## config.mk

```make
export PLATFORM = sky130hd
export DESIGN_NAME = lsu_inbuf
export DESIGN_NICKNAME = d
export VERILOG_FILES = /design/src/rtl/lsu_inbuf.sv
export SDC_FILE = /design/constraint.sdc
export NUM_CORES = 1
export LEC_CHECK = 0
export ABC_AREA = 0
export BUFFER_PORTS_ARGS = -buffer_cell sky130_fd_sc_hd__buf_2
export CORE_MARGIN = 3
export CORE_UTILIZATION = 35
export CTS_CLUSTER_SIZE = 10
export DETAILED_ROUTE_END_ITERATION = 16
export GPL_TIMING_DRIVEN = 0
export PLACE_DENSITY = 0.49
export SLEW_MARGIN = 25
export SYNTH_ARGS = -nofsm -noshare
export SYNTH_HDL_FRONTEND = slang
export SYNTH_SLANG_ARGS = --single-unit
export TNS_END_PERCENT = 20
```

## constraint.sdc

```tcl
create_clock -name clk_i -period 7.8 [get_ports clk_i]
set_input_delay 1.17 -clock clk_i [delete_from_list [all_inputs] [get_ports clk_i]]
set_output_delay 1.17 -clock clk_i [all_outputs]
set_load 0.005 [all_outputs]
```

## src/rtl/lsu_inbuf.sv

```systemverilog
// LSU input peripheral: synchronizes and debounces switches and active-low keys,
// latches key presses into write-1-to-clear flags, counts presses and raises irq_o.
module lsu_inbuf #(
    parameter int DEBOUNCE_CYCLES = 16,
    parameter int SW_W            = 18,
    parameter int KEY_W           = 4
) (
    input  logic             clk_i,
    input  logic             rst_ni,
    input  logic             st_en,
    input  logic [2:0]       datamode,
    input  logic [3:0]       addr,
    input  logic [31:0]      data_in,
    input  logic [SW_W-1:0]  sw_i,
    input  logic [KEY_W-1:0] key_ni,
    output logic [31:0]      data_o,
    output logic             irq_o
);

    localparam int               IN_W    = SW_W + KEY_W;
    localparam int               CNT_W   = $clog2(DEBOUNCE_CYCLES);
    localparam logic [CNT_W-1:0] CNT_MAX = CNT_W'(DEBOUNCE_CYCLES - 1);

    logic [SW_W-1:0]             sw_meta_q, sw_sync_q;
    logic [KEY_W-1:0]            key_meta_q, key_sync_q;
    logic [IN_W-1:0]             in_sync;
    logic [IN_W-1:0]             stab_q, stab_d;
    logic [IN_W-1:0][CNT_W-1:0]  dcnt_q, dcnt_d;
    logic [KEY_W-1:0]            key_stab_q, key_stab_d, key_rise;
    logic [KEY_W-1:0]            flag_q, flag_d, flag_clr;
    logic [7:0]                  press_q, press_d, n_ev;
    logic                        irq_q, cnt_clr;
    logic [3:0]                  lane_mask;
    logic [127:0]                reg_img;
    logic [31:0]                 rd_raw, rd_mask;
    logic                        unused_data;

    // Keys are inverted after the synchronizer so that pressed = 1 internally.
    assign in_sync    = {~key_sync_q, sw_sync_q};
    assign key_stab_q = stab_q[IN_W-1:SW_W];
    assign key_stab_d = stab_d[IN_W-1:SW_W];
    assign key_rise   = key_stab_d & ~key_stab_q;
    assign unused_data = ^data_in;

    always_comb begin
        stab_d = stab_q;
        dcnt_d = dcnt_q;
        for (int i = 0; i < IN_W; i++) begin
            if (in_sync[i] == stab_q[i]) begin
                dcnt_d[i] = '0;
            end else if (dcnt_q[i] == CNT_MAX) begin
                stab_d[i] = in_sync[i];
                dcnt_d[i] = '0;
            end else begin
                dcnt_d[i] = dcnt_q[i] + 1'b1;
            end
        end
    end

    always_comb begin
        case (datamode)
            3'd0:    lane_mask = 4'b0001;
            3'd1:    lane_mask = 4'b0011;
            default: lane_mask = 4'b1111;
        endcase
    end

    // Each active lane k hits byte addr+k with 4-bit wrap; only 0x8 and 0xC are writable.
    always_comb begin
        flag_clr = '0;
        cnt_clr  = 1'b0;
        for (int k = 0; k < 4; k++) begin
            if (st_en && lane_mask[k]) begin
                if (4'(addr + 4'(k)) == 4'h8) begin
                    flag_clr = flag_clr | data_in[8*k +: KEY_W];
                end
                if (4'(addr + 4'(k)) == 4'hC) begin
                    cnt_clr = 1'b1;
                end
            end
        end
    end

    always_comb begin
        n_ev = 8'd0;
        for (int i = 0; i < KEY_W; i++) begin
            n_ev = n_ev + 8'(key_rise[i]);
        end
        flag_d  = (flag_q & ~flag_clr) | key_rise;
        press_d = (cnt_clr ? 8'd0 : press_q) + n_ev;
    end

    always_ff @(posedge clk_i or negedge rst_ni) begin
        if (!rst_ni) begin
            sw_meta_q  <= '0;
            sw_sync_q  <= '0;
            key_meta_q <= '1;
            key_sync_q <= '1;
            stab_q     <= '0;
            dcnt_q     <= '0;
            flag_q     <= '0;
            press_q    <= '0;
            irq_q      <= 1'b0;
        end else begin
            sw_meta_q  <= sw_i;
            sw_sync_q  <= sw_meta_q;
            key_meta_q <= key_ni;
            key_sync_q <= key_meta_q;
            stab_q     <= stab_d;
            dcnt_q     <= dcnt_d;
            flag_q     <= flag_d;
            press_q    <= press_d;
            irq_q      <= |flag_d;
        end
    end

    assign irq_o = irq_q;

    always_comb begin
        reg_img               = '0;
        reg_img[SW_W-1:0]     = stab_q[SW_W-1:0];
        reg_img[32 +: KEY_W]  = key_stab_q;
        reg_img[64 +: KEY_W]  = flag_q;
        reg_img[96 +: 8]      = press_q;
        rd_raw = '0;
        for (int k = 0; k < 4; k++) begin
            rd_raw[8*k +: 8] = reg_img[{4'(addr + 4'(k)), 3'b000} +: 8];
        end
        rd_mask = {{8{lane_mask[3]}}, {8{lane_mask[2]}}, {8{lane_mask[1]}}, {8{lane_mask[0]}}};
    end

    assign data_o = rd_raw & rd_mask;

endmodule

```

==> key figures <==
Timing
  – Tmin final: 5670 ps
  – Worst slew margin: 35.0%
  – Final setup fails: 0
  – Final Max Slew Viols: 0
  – RSZ-0062 raised after global routing: false
  – Max frequency: 0.176 GHz
  – Clk_skew: 7.84 ps
  – Final Cycle Share: 72.7%
  – Final worst setup slack: 2130 ps
  – Hold Vio Cnt, Final: 0
  – TNS Setup: 0 ps
  – Worst Tran Pin Value: 967 ps

Drt
  – DRT iter0 DRCs: 409
  – WL met1: 8810 µm
  – DR vias: 6,061
  – WL met3: 1050 µm
  – Met2 wire len: 9700 µm
  – Post-route DRC violation count: 0
  – First-pass DRT Iterations: 7
  – DR WL/cell: 17.5 µm
  – Routed vias/inst: 5.28
  – Final wirelength: 20,000 µm
  – Antenna-violating nets left: 0
  – Top Layer Used: met5

Job
  – Max Cap Viol: 0

Global routing
  – Total GRT Usage: 16.9%
  – First-pass GRT wire length: 32,600 µm
  – Largest net degree at the start of global routing: 90
  – Vias in the first global route: 6,325
  – GR Overflow Total: 0
  – Antenna violations before repair: 2

Cells and area
  – Share of cells above drive strength 1: 17.9%
  – Fin cells: 1,147
  – Design area: 9510 µm²
  – Final core occ: 42.8%
  – Antenna diodes: 0
  – Area Overhead vs Synth: 17.9%
  – Nets: 951

Pwr
  – PwrDens: 217 nW/µm²
  – Leakage power: 4.16 nW
  – VDD IR-drop max: 0.120 mV

Synthesis
  – Yosys top cell by area: dfrtp_1
  – Yosys top cell area share: 49.3%
  – Synth Instances: 755
  – Syn nets: 852
  – Ys flop type: dfrtp_1
  – Synthesized area per cell: 10.7 µm²
  – Synth top cells by count: dfrtp_1 (159), a21oi_1 (69), nor2_1 (59)
  – EDFF count, synth: 0
  – Yosys cell types: 50
  – Synth area leaders: dfrtp_1 (49%), xnor2_1 (4.8%), ha_1 (4.7%)
  – Yosys warns: 0
  – Most frequent cell after synthesis: dfrtp_1
  – Ys async rst share: 100%
  – Post-synthesis instance area: 8070 µm²
  – Number of synthesized register bits: 167
  – Post-synthesis sequential area ratio: 51.9%

Clocking
  – Root Driver: clkbuf_16
  – Hold-fix buffers, CTS: 0
  – Clock transition at path regs: 70 ps
  – Post-cts gate resize count: 0
  – # Post-CTS Setup Buffers: 0
  – Skew-Pair Late Insertion Delay: 430 ps
  – CTS H-tree lvls: 4
  – Clock Sinks: 167
  – CTS Buf Count: 17
  – CTS tree: built
  – Clk buf depth: 2

Placed design
  – Buffers on Ports: 79
  – Placement Cell Area: 8850 µm²
  – DP Wirelength: 14,700 µm
  – DP Cell Count: 1,115
  – Placement Setup Slack: 2160 ps
  – Routability cong.: 0.892

Worst setup path
  – Critical path startpoint category: input port
  – CP Capture Type: primary output
  – Worst EP required: 6630 ps
  – Worst EP arrival: 4500 ps
  – Worst Setup Path Type: in -> out
  – Critical path fanouts, max: 10

Floorplan
  – Total die area: 24,900 µm²
  – # rows: 54
  – Core Region: 22,200 µm²
  – Ports: 97
  – Initial core utilization: 36.3%
  – Die H: 158 µm
  – Die width: 158 µm

Run status
  – Status: finished clean

Worst hold path
  – Hold Crit Class: reg -> reg
[critical path, stage by stage]
cell	delay, ps
buf_2	160
clkbuf_1	490
inv_1	340
ha_1	290
a21oi_1	230
xnor2_1	120
buf_2	220
nor2_2	320
a221oi_1	120
a2111oi_0	780
buf_2	250
[per-stage QoR]
| step | power, mW | hold WS [ps] |
|---|---|---|
| after floorplan | 1.05 | 331 |
| after global placement | 1.12 | 334 |
| after detailed placement | 1.13 | 335 |
| after CTS | 2.10 | 352 |
| after global routing | 2.16 | 354 |
| final | 2.07 | 349 |
[cell type report]
| cell class | count | area, µm² |
|---|---|---|
| multi-input combinational | 530 | 3650 |
| sequential | 167 | 4190 |
| timing repair buffer | 80 | 433 |
| tap | 280 | 350 |
| clock buffer | 17 | 425 |
| fill | 2115 | 12700 |
| clock inverter | 15 | 234 |
| inverter | 35 | 131 |
| buffer | 23 | 96.3 |
[layout by cell type (no fill, tap or decap), types with 22 or more instances in the layout]
| cell type | instances |
|---|---|
| nor2_1 | 59 |
| buf_2 | 80 |
| inv_1 | 35 |
| nand2_1 | 36 |
| nand3_1 | 44 |
| nand4b_1 | 22 |
| dfrtp_1 | 159 |
| mux2_2 | 28 |
| a21oi_1 | 69 |
| ha_1 | 30 |
| xnor2_1 | 44 |
| o21ai_0 | 40 |
| nor3b_1 | 22 |
[path summary, 6_finish.rpt]
check                                       start                      end  slack [ps]  depth (start not counted)
max                                       addr[1]               data_o[25]        2130                         11
min                        sw_meta_q[9]$_DFF_PN0_   sw_sync_q[9]$_DFF_PN0_         350                          0
max reg2reg                  dcnt_q[84]$_DFF_PN0_     press_q[4]$_DFF_PN0_        4710                          9
min reg2reg                sw_meta_q[9]$_DFF_PN0_   sw_sync_q[9]$_DFF_PN0_         350                          0
max in group asynchronous                  rst_ni     dcnt_q[12]$_DFF_PN0_        6220                          2
min in group asynchronous                  rst_ni  sw_sync_q[12]$_DFF_PN0_         730                          1
[state kept, by name, summed over array words and instances, names as in the netlist]
register / flops
press_q: 8
flag_q: 4
irq_o: 1
dcnt_q: 88
stab_q: 22
sw_meta_q: 18
sw_sync_q: 18
key_meta_q: 4
key_sync_q: 4
[metal layers]
layer  track usage (%)  up-vias
met5                 0        -
met4              6.78        4
met3              4.18       35
met2              27.1      146
met1              21.9     2998
li1                  -     2878
[power by group]
| group | switching [mW] | internal [mW] |
|---|---|---|
| clock | 0.373 | 0.576 |
| sequential | 0.0349 | 0.907 |
| combinational | 0.108 | 0.0661 |
| total | 0.516 | 1.55 |
[logic make-up (layout without fill, tap and decap cells)]
logic type	Yosys count	count (layout)	share of synthesized area [%]
simple gates	233	233	15.7
buf+inv	58	170	2.82
xor+xnor	57	57	6.28
fa+ha+maj	33	33	5.39
compound gates	161	161	11.7
mux	46	46	6.14
flops	167	167	51.9
No activity file was read; power rests on OpenSTA's default activity.
